===== src/rtl/flag_pkg.sv =====
`default_nettype none
// ============================================================================
// Module   : flag_pkg
// Brief    : ALU opcode encodings and flag bit positions for the flag bus.
// Revision : 1.0
// ============================================================================
package flag_pkg;

    typedef enum logic [3:0] {
        OP_ADD = 4'b0000,
        OP_SUB = 4'b0001,
        OP_CMP = 4'b0010,
        OP_AND = 4'b0011,
        OP_OR  = 4'b0100,
        OP_XOR = 4'b0101,
        OP_MOV = 4'b0110,
        OP_SLL = 4'b1000,
        OP_SRL = 4'b1001,
        OP_SRA = 4'b1010
    } alu_op_e;

    localparam int FLAG_S = 3;
    localparam int FLAG_Z = 2;
    localparam int FLAG_C = 1;
    localparam int FLAG_V = 0;

endpackage : flag_pkg
`default_nettype wire


===== src/rtl/flag_unit_calc.sv =====
`default_nettype none
// ============================================================================
// Module   : flag_calc
// Brief    : Combinational {S,Z,C,V} derivation from one ALU operation.
// Revision : 1.0
// ============================================================================
module flag_calc
    import flag_pkg::*;
#(
    parameter int WIDTH = 16
) (
    input  logic [3:0]       op_i,
    input  logic [WIDTH-1:0] a_i,
    input  logic [WIDTH-1:0] b_i,
    input  logic [WIDTH-1:0] result_i,
    output logic [3:0]       flags_o
);

    localparam int N = WIDTH - 1;

    logic [WIDTH:0] sum_w;
    logic [WIDTH:0] sll_w;
    logic [WIDTH:0] srl_w;
    logic [3:0]     k_w;

    assign k_w   = b_i[3:0];
    assign sum_w = {1'b0, a_i} + {1'b0, b_i};
    // Guard bit catches the last bit shifted out; k=0 naturally yields 0.
    assign sll_w = {1'b0, a_i} << k_w;
    assign srl_w = {a_i, 1'b0} >> k_w;

    always_comb begin
        flags_o         = 4'b0000;
        flags_o[FLAG_S] = result_i[N];
        flags_o[FLAG_Z] = (result_i == '0);
        case (op_i)
            OP_ADD: begin
                flags_o[FLAG_C] = sum_w[WIDTH];
                flags_o[FLAG_V] = (a_i[N] == b_i[N]) & (result_i[N] != a_i[N]);
            end
            OP_SUB, OP_CMP: begin
                flags_o[FLAG_C] = (a_i < b_i);
                flags_o[FLAG_V] = (a_i[N] != b_i[N]) & (result_i[N] != a_i[N]);
            end
            OP_AND, OP_OR, OP_XOR, OP_MOV: ;
            OP_SLL: flags_o[FLAG_C] = sll_w[WIDTH];
            OP_SRL, OP_SRA: flags_o[FLAG_C] = srl_w[0];
            default: flags_o = 4'b0000;
        endcase
    end

endmodule : flag_calc
`default_nettype wire


===== src/rtl/flag_unit.sv =====
`default_nettype none
// ============================================================================
// Module   : flag_unit
// Brief    : Two-stage flag update pipeline and architectural flag register.
// Revision : 1.0
// ============================================================================
module flag_unit
    import flag_pkg::*;
#(
    parameter int WIDTH = 16
) (
    input  logic             clk,
    input  logic             rst,
    input  logic             alu_valid_i,
    input  logic             flag_we_i,
    input  logic [3:0]       alu_op_i,
    input  logic [WIDTH-1:0] alu_a_i,
    input  logic [WIDTH-1:0] alu_b_i,
    input  logic [WIDTH-1:0] alu_result_i,
    input  logic             stall_i,
    input  logic             flush_i,
    output logic [3:0]       flag_out_o,
    output logic             flag_pending_o
);

    logic             s1_valid_q, s1_valid_d;
    logic [3:0]       s1_op_q, s1_op_d;
    logic [WIDTH-1:0] s1_a_q, s1_a_d;
    logic [WIDTH-1:0] s1_b_q, s1_b_d;
    logic [WIDTH-1:0] s1_r_q, s1_r_d;
    logic             s2_valid_q, s2_valid_d;
    logic [3:0]       flag_q, flag_d;
    logic [3:0]       calc_flags_w;
    logic             capture_w;
    logic             advance_w;

    flag_calc #(.WIDTH(WIDTH)) u_calc (
        .op_i     (s1_op_q),
        .a_i      (s1_a_q),
        .b_i      (s1_b_q),
        .result_i (s1_r_q),
        .flags_o  (calc_flags_w)
    );

    assign capture_w = alu_valid_i & flag_we_i;
    assign advance_w = s1_valid_q & ~flush_i;

    // The stage-2 flag register doubles as the architectural register, so an
    // op accepted in cycle N is on flag_out in N+2; s2_valid keeps the write
    // visible as pending for the cycle in which it becomes committed.
    always_comb begin
        s1_valid_d = s1_valid_q;
        s1_op_d    = s1_op_q;
        s1_a_d     = s1_a_q;
        s1_b_d     = s1_b_q;
        s1_r_d     = s1_r_q;
        s2_valid_d = s2_valid_q;
        flag_d     = flag_q;
        if (!stall_i) begin
            s1_valid_d = capture_w & ~flush_i;
            if (capture_w) begin
                s1_op_d = alu_op_i;
                s1_a_d  = alu_a_i;
                s1_b_d  = alu_b_i;
                s1_r_d  = alu_result_i;
            end
            s2_valid_d = advance_w;
            if (advance_w) begin
                flag_d = calc_flags_w;
            end
        end
    end

    always_ff @(posedge clk) begin
        if (rst) begin
            s1_valid_q <= 1'b0;
            s2_valid_q <= 1'b0;
            flag_q     <= 4'b0000;
        end else begin
            s1_valid_q <= s1_valid_d;
            s2_valid_q <= s2_valid_d;
            flag_q     <= flag_d;
        end
        s1_op_q <= s1_op_d;
        s1_a_q  <= s1_a_d;
        s1_b_q  <= s1_b_d;
        s1_r_q  <= s1_r_d;
    end

    assign flag_out_o     = flag_q;
    assign flag_pending_o = s1_valid_q | s2_valid_q;

endmodule : flag_unit
`default_nettype wire


===== config.mk =====
export PLATFORM = sky130hd
export DESIGN_NAME = flag_unit
export DESIGN_NICKNAME = d
export VERILOG_FILES = /design/src/rtl/flag_pkg.sv /design/src/rtl/flag_unit_calc.sv /design/src/rtl/flag_unit.sv
export SDC_FILE = /design/constraint.sdc
export NUM_CORES = 1
export LEC_CHECK = 0
export BUFFER_PORTS_ARGS = -buffer_cell sky130_fd_sc_hd__buf_2
export CORE_ASPECT_RATIO = 1.1
export CORE_MARGIN = 8
export CORE_UTILIZATION = 35
export CTS_BUF_LIST = sky130_fd_sc_hd__clkbuf_2
export DETAILED_ROUTE_END_ITERATION = 7
export PLACE_DENSITY_LB_ADDON = 0.05
export SYNTH_ARGS = -nofsm -noshare
export SYNTH_HDL_FRONTEND = slang
export SYNTH_SLANG_ARGS = --single-unit
export TNS_END_PERCENT = 10

===== constraint.sdc =====
create_clock -name clk -period 4.02 [get_ports clk]
set_clock_uncertainty 0.2 [all_clocks]
set_input_delay 0.804 -clock clk [delete_from_list [all_inputs] [get_ports clk]]
set_output_delay 0.804 -clock clk [all_outputs]
set_load 0.005 [all_outputs]

# [Yosys cells after proc, flatten, opt, wreduce, memory -nomap -nowiden]
# Cells that the tools add are included.
[totals] regBits=58 in_bits=58 output_inout_bits=5 wordCells=41
[classes] addsub=1 magnitude_cmp=1 n_eq_ne=12 n_shift=2 mux=3 bitwise_logic=8 reduce_logical=7
[ops] op="adder 16 x 16 -> 17 bit" count=1
[ops] op="<< shifter 16 x 4 -> 17 bit" count=1
[ops] op="right shift 17 x 4 -> 1 bit" count=1
[ops] op="logical NOT 16 bit" count=1
[ops] op="less-than comparator 16 bit" count=1
[ops] op="equality test 4 x 3 -> 1 bit, second input constant" count=3
[ops] op="equality test 4 bit, second input constant" count=3
[ops] op="OR reduction 10 bit" count=1
[ops] op="equality test 4 x 2 -> 1 bit, second input constant" count=2
[ops] op="AND 1 bit" count=5
[ops] op="equality test 4 x 1 -> 1 bit, second input constant" count=1
[ops] op="logical NOT 4 bit" count=1
[ops] op="one-hot mux 1 bit (4 select lines)" count=1
[ops] op="AND reduction 2 bit" count=2
[ops] op="OR reduction 2 bit" count=2
[ops] op="two-way mux 2 bit" count=1
[ops] op="!= test 1 bit" count=2
[ops] op="inverter 1 bit" count=2
[ops] op="one-hot mux 1 bit (2 select lines)" count=1
[ops] op="equality test 1 bit" count=1
[ops] op="bitwise OR 1 bit" count=1

# [Logic depth before layout (Yosys ltp)]
[depth] word_depth=3 mapped_depth=8 mapped_depth_nobuf=7

# [Cells and area by module]
# From an unflattened synthesis, not the netlist that was laid out.
[hier_totals] hier_cells=227 hier_area_um2=2980.4
[by_module_without_submodules] mod="flag_unit" n_inst=1 cells_each=79 area_per_inst_um2=1841.8 seq_area_each_um2=1681.6
[by_module_without_submodules] mod="flag_calc" n_inst=1 cells_each=148 area_per_inst_um2=1138.6 seq_area_each_um2=0.0

# [Worst setup path before layout]
# Ideal clock, no wire load.
[synth_path] path_kind="input-to-reg" start="in alu_valid_i" end="reg s1_a_q[0], enable pin" setup_time_ns=0.462 arrival_ns=3.054 required_time_ns=3.358 path_slack_ns=0.304 stages=2 path_buffers=0 path_cell_list="nand2_1 nor2_1"
[synth_via] elab_chain_len=2
[synth_rtl] item="from (decl)" line_no="flag_unit.sv:14" rtl="input logic alu_valid_i,"
[synth_rtl] item="AND 1 bit" line_no="flag_unit.sv:45" rtl="assign capture_w = alu_valid_i & flag_we_i;"
[synth_rtl] item="AND reduction 2 bit (no source line)"
[synth_rtl] item="to (signal assigned)" line_no="flag_unit.sv:85" rtl="s1_a_q <= s1_a_d;"
[synth_rtl] item="to (decl)" line_no="flag_unit.sv:28" rtl="logic [WIDTH-1:0] s1_a_q, s1_a_d;"
# Every way passes these cells.
# A chain may end at the register's enable or synchronous reset.

# [Worst setup path after layout]
[layout_path] start="reg s1_b_q[0]" end="reg flag_q[1] (netlist: flag_out_o[1])"
[layout_via] elab_chain_len=2 word_cells_on_any_way=5 cone_classes="1 x add/sub; 1 x order compare; 2 x shift; 1 x mux"
[layout_rtl] item="from (decl)" line_no="flag_unit.sv:29" rtl="logic [WIDTH-1:0] s1_b_q, s1_b_d;"
[layout_rtl] item="from (signal assigned)" line_no="flag_unit.sv:86" rtl="s1_b_q <= s1_b_d;"
[layout_rtl] item="adder 16 x 16 -> 17 bit (tied with other cells)" line_no="flag_unit_calc.sv:27" rtl="assign sum_w = {1'b0, a_i} + {1'b0, b_i};"
[layout_rtl] item="one-hot mux 1 bit (4 select lines) *" line_no="flag_unit_calc.sv:36" rtl="case (op_i)"
[layout_rtl] item="to (signal assigned)" line_no="flag_unit.sv:82" rtl="flag_q <= flag_d;"
[layout_rtl] item="to (decl)" line_no="flag_unit.sv:32" rtl="logic [3:0] flag_q, flag_d;"
# Mark *: on every way between the ends. The rest lies on a longest branch, timed or not.

==> flow_metrics.env <==
export IMPL_reg2reg_from="s1_b_q[0]$_DFFE_PP_"
export IMPL_coreArea_um2=7960
export IMPL_met2_usage_pct=18.6
export IMPL_status="completed"
export IMPL_synth_edf_count=52
export IMPL_cp_required_ns=4.18
export IMPL_wl_per_cell_um=15.4
export IMPL_synth_fp_nets=305
export IMPL_yosysWarningCount=0
export IMPL_tritoncts="built"
export IMPL_area_delta_synth_final_pct=20.3
export IMPL_period_needed_ns=2.28
export IMPL_syn_area_per_cell_um2=13.3
export IMPL_worstHoldStart="alu_result_i[15]"
export IMPL_diodes=0
export IMPL_dieHeight_um=111
export IMPL_grt_pass1_vias=2098
export IMPL_drt_pass1_iter_count=4
export IMPL_grt_util_met3_pct=4.40
export IMPL_finalPower_mw=1.27
export IMPL_cts_sinks=58
export IMPL_place_hpwl_um=4650
export IMPL_port_buffers=62
export IMPL_fmax_ghz=0.438
export IMPL_postLayoutCoreUtil_pct=43.7
export IMPL_drive_gt1_share_pct=30.0
export IMPL_hold_viol_final=0
export IMPL_whs_ns=0.254
export IMPL_postSynth_asyncResetShare_pct=0
export IMPL_synth_seq_cells=58
export IMPL_arrival_ns=2.44
export IMPL_drt_iter0_markers=54
export IMPL_placed_cell_area_um2=3330
export IMPL_hp_class="in -> reg"
export IMPL_synth_area_top_cells="edfxtp_1 (54%), ha_1 (13%), dfxtp_1 (4.2%)"
export IMPL_clk_latency_ns=0.50
export IMPL_ctsHoldBuffers=0
export IMPL_antenna_found_initial=0
export IMPL_synth_top_area_share_pct=54.0
export IMPL_grt_pass1_wl_um=10200
export IMPL_num_rows=34
export IMPL_drc=0
export IMPL_synth_cell_types=45
export IMPL_root_buffer="clkbuf_2"
export IMPL_fin_nets=376
export IMPL_power_leakage_nw=1.41
export IMPL_syn_cell_area_um2=2890
export IMPL_yosysMostFrequentCell="edfxtp_1"
export IMPL_place_gp_congestion=0.745
export IMPL_cap_violations=0
export IMPL_met1_usage_pct=13.8
export IMPL_crit_path_start="s1_b_q[0]$_DFFE_PP_"
export IMPL_critPathKind="reg -> reg"
export IMPL_period_share_pct=56.8
export IMPL_viasPerCell=4.82
export IMPL_grt_overflow_total=0
export IMPL_start_util_pct=36.3
export IMPL_irDropWorstVdd_uv=181
export IMPL_slew_viol_final=0
export IMPL_final_area_um2=3480
export IMPL_fin_setup_tns_ns=0
export IMPL_finalSetupViolCount=0
export IMPL_cts_setup_buffers=0
export IMPL_postCtsResizedCells=0
export IMPL_synth_common_cells="edfxtp_1 (52), ha_1 (30), inv_1 (21)"
export IMPL_worst_slew_pin_slew_ns=0.693
export IMPL_end_kind="flip-flop"
export IMPL_final_antenna_net_count=0
export IMPL_clkSlewWorstSetupHoldPaths_ns=0.21
export IMPL_clock_path_buffers=2
export IMPL_vias=1932
export IMPL_grt_max_degree=53
export IMPL_rsz0062_at_grt="no"
export IMPL_fp_dieW_um=103
export IMPL_wl_um=6160
export IMPL_syn_inst=217
export IMPL_startpoint_type="flip-flop"
export IMPL_power_per_cell_area_nw_per_um2=366
export IMPL_synth_top_cell_by_area="edfxtp_1"
export IMPL_grt_usage_pct=11.7
export IMPL_ioPinCount=63
export IMPL_slew_headroom_pct=53.1
export IMPL_synth_main_ff_cell="edfxtp_1"
export IMPL_die_area_um2=11400
export IMPL_htree_levels=3
export IMPL_ys_seq_area_share_pct=58.2
export IMPL_top_usage_layer="met2"
export IMPL_numCtsBuffers=9
export IMPL_cp_max_fo=12
worst max-delay path, cell delays in order (launching register included):
cell	delay, ns
edfxtp_1	0.72
mux4_1	0.62
a32oi_1	0.20
nor3_1	0.07
nor4_2	0.21
a41oi_1	0.14
cells in the final DEF (no fill, tap or decap), drive strengths merged, types with 2 or more instances in the layout:
| cell | count |
|---|---|
| a211o | 2 |
| mux4 | 6 |
| nor2 | 14 |
| nor4 | 7 |
| nor2b | 2 |
| nor3 | 4 |
| a21oi | 18 |
| a32oi | 2 |
| clkinv | 3 |
| nand3 | 2 |
| or4 | 2 |
| inv | 22 |
| nand2 | 10 |
| a211oi | 2 |
| o21ai | 8 |
| clkbuf | 9 |
| a31oi | 2 |
| dfxtp | 6 |
| o31ai | 3 |
| a22oi | 2 |
| bufinv | 2 |
| edfxtp | 52 |
| ha | 30 |
| o211ai | 2 |
| buf | 63 |
| xor2 | 2 |
routing by layer:
layer	wire (um)	up-vias
li1	-	968
met1	2740	908
met2	2990	50
met3	367	6
met4	69	0
met5	0	-
final cells by class:
type,count,area [um^2]
clock buffers,9,45.0
clock inverters,7,103
fillers,791,4480
inverters,21,78.8
multi-input cells,135,1120
flip-flops and latches,58,1680
well taps,108,135
repair buffers,63,318
report_power, final:
part | switching, mW | total, mW | internal, mW
logic | 0.0545 | 0.110 | 0.0560
clock network | 0.242 | 0.453 | 0.211
registers | 0.0232 | 0.709 | 0.686
registers in the layout, summed over array words and instances (netlist names):
name / count
s1_b_q: 16
s1_valid_q: 1
s1_r_q: 16
s1_a_q: 16
flag_out_o: 4
s1_op_q: 4
s2_valid_q: 1
through the flow:
stage / setup WS [ns] / instances
final: 1.74 / 401
after global routing: 1.55 / 401
after CTS: 1.69 / 401
after detailed placement: 1.66 / 385
after global placement: 1.69 / 385
after floorplan: 0.304 / 217
logic make-up after synthesis:
| group | count (synthesis) | share of synthesized area (%) |
|---|---|---|
| adders and majority gates | 30 | 13.0 |
| AOI/OAI and AO/OA | 46 | 10.1 |
| xor gates and xnor gates | 2 | 0.606 |
| buffers and inverters | 24 | 3.42 |
| and+or+nand+nor | 49 | 9.05 |
| muxes | 8 | 5.67 |
| DFF | 58 | 58.2 |
worst paths after layout:
check / to / slack [ns] / cells past startpoint
min: s1_r_q[15]$_DFFE_PP_ / 0.25 / 1
max reg2reg: flag_out_o[1]$_SDFFE_PP0P_ / 1.74 / 5
min reg2reg: s2_valid_q$_SDFFE_PP0N_ / 0.29 / 2
max: flag_out_o[1]$_SDFFE_PP0P_ / 1.74 / 5
(Power assumes the default switching activity.)
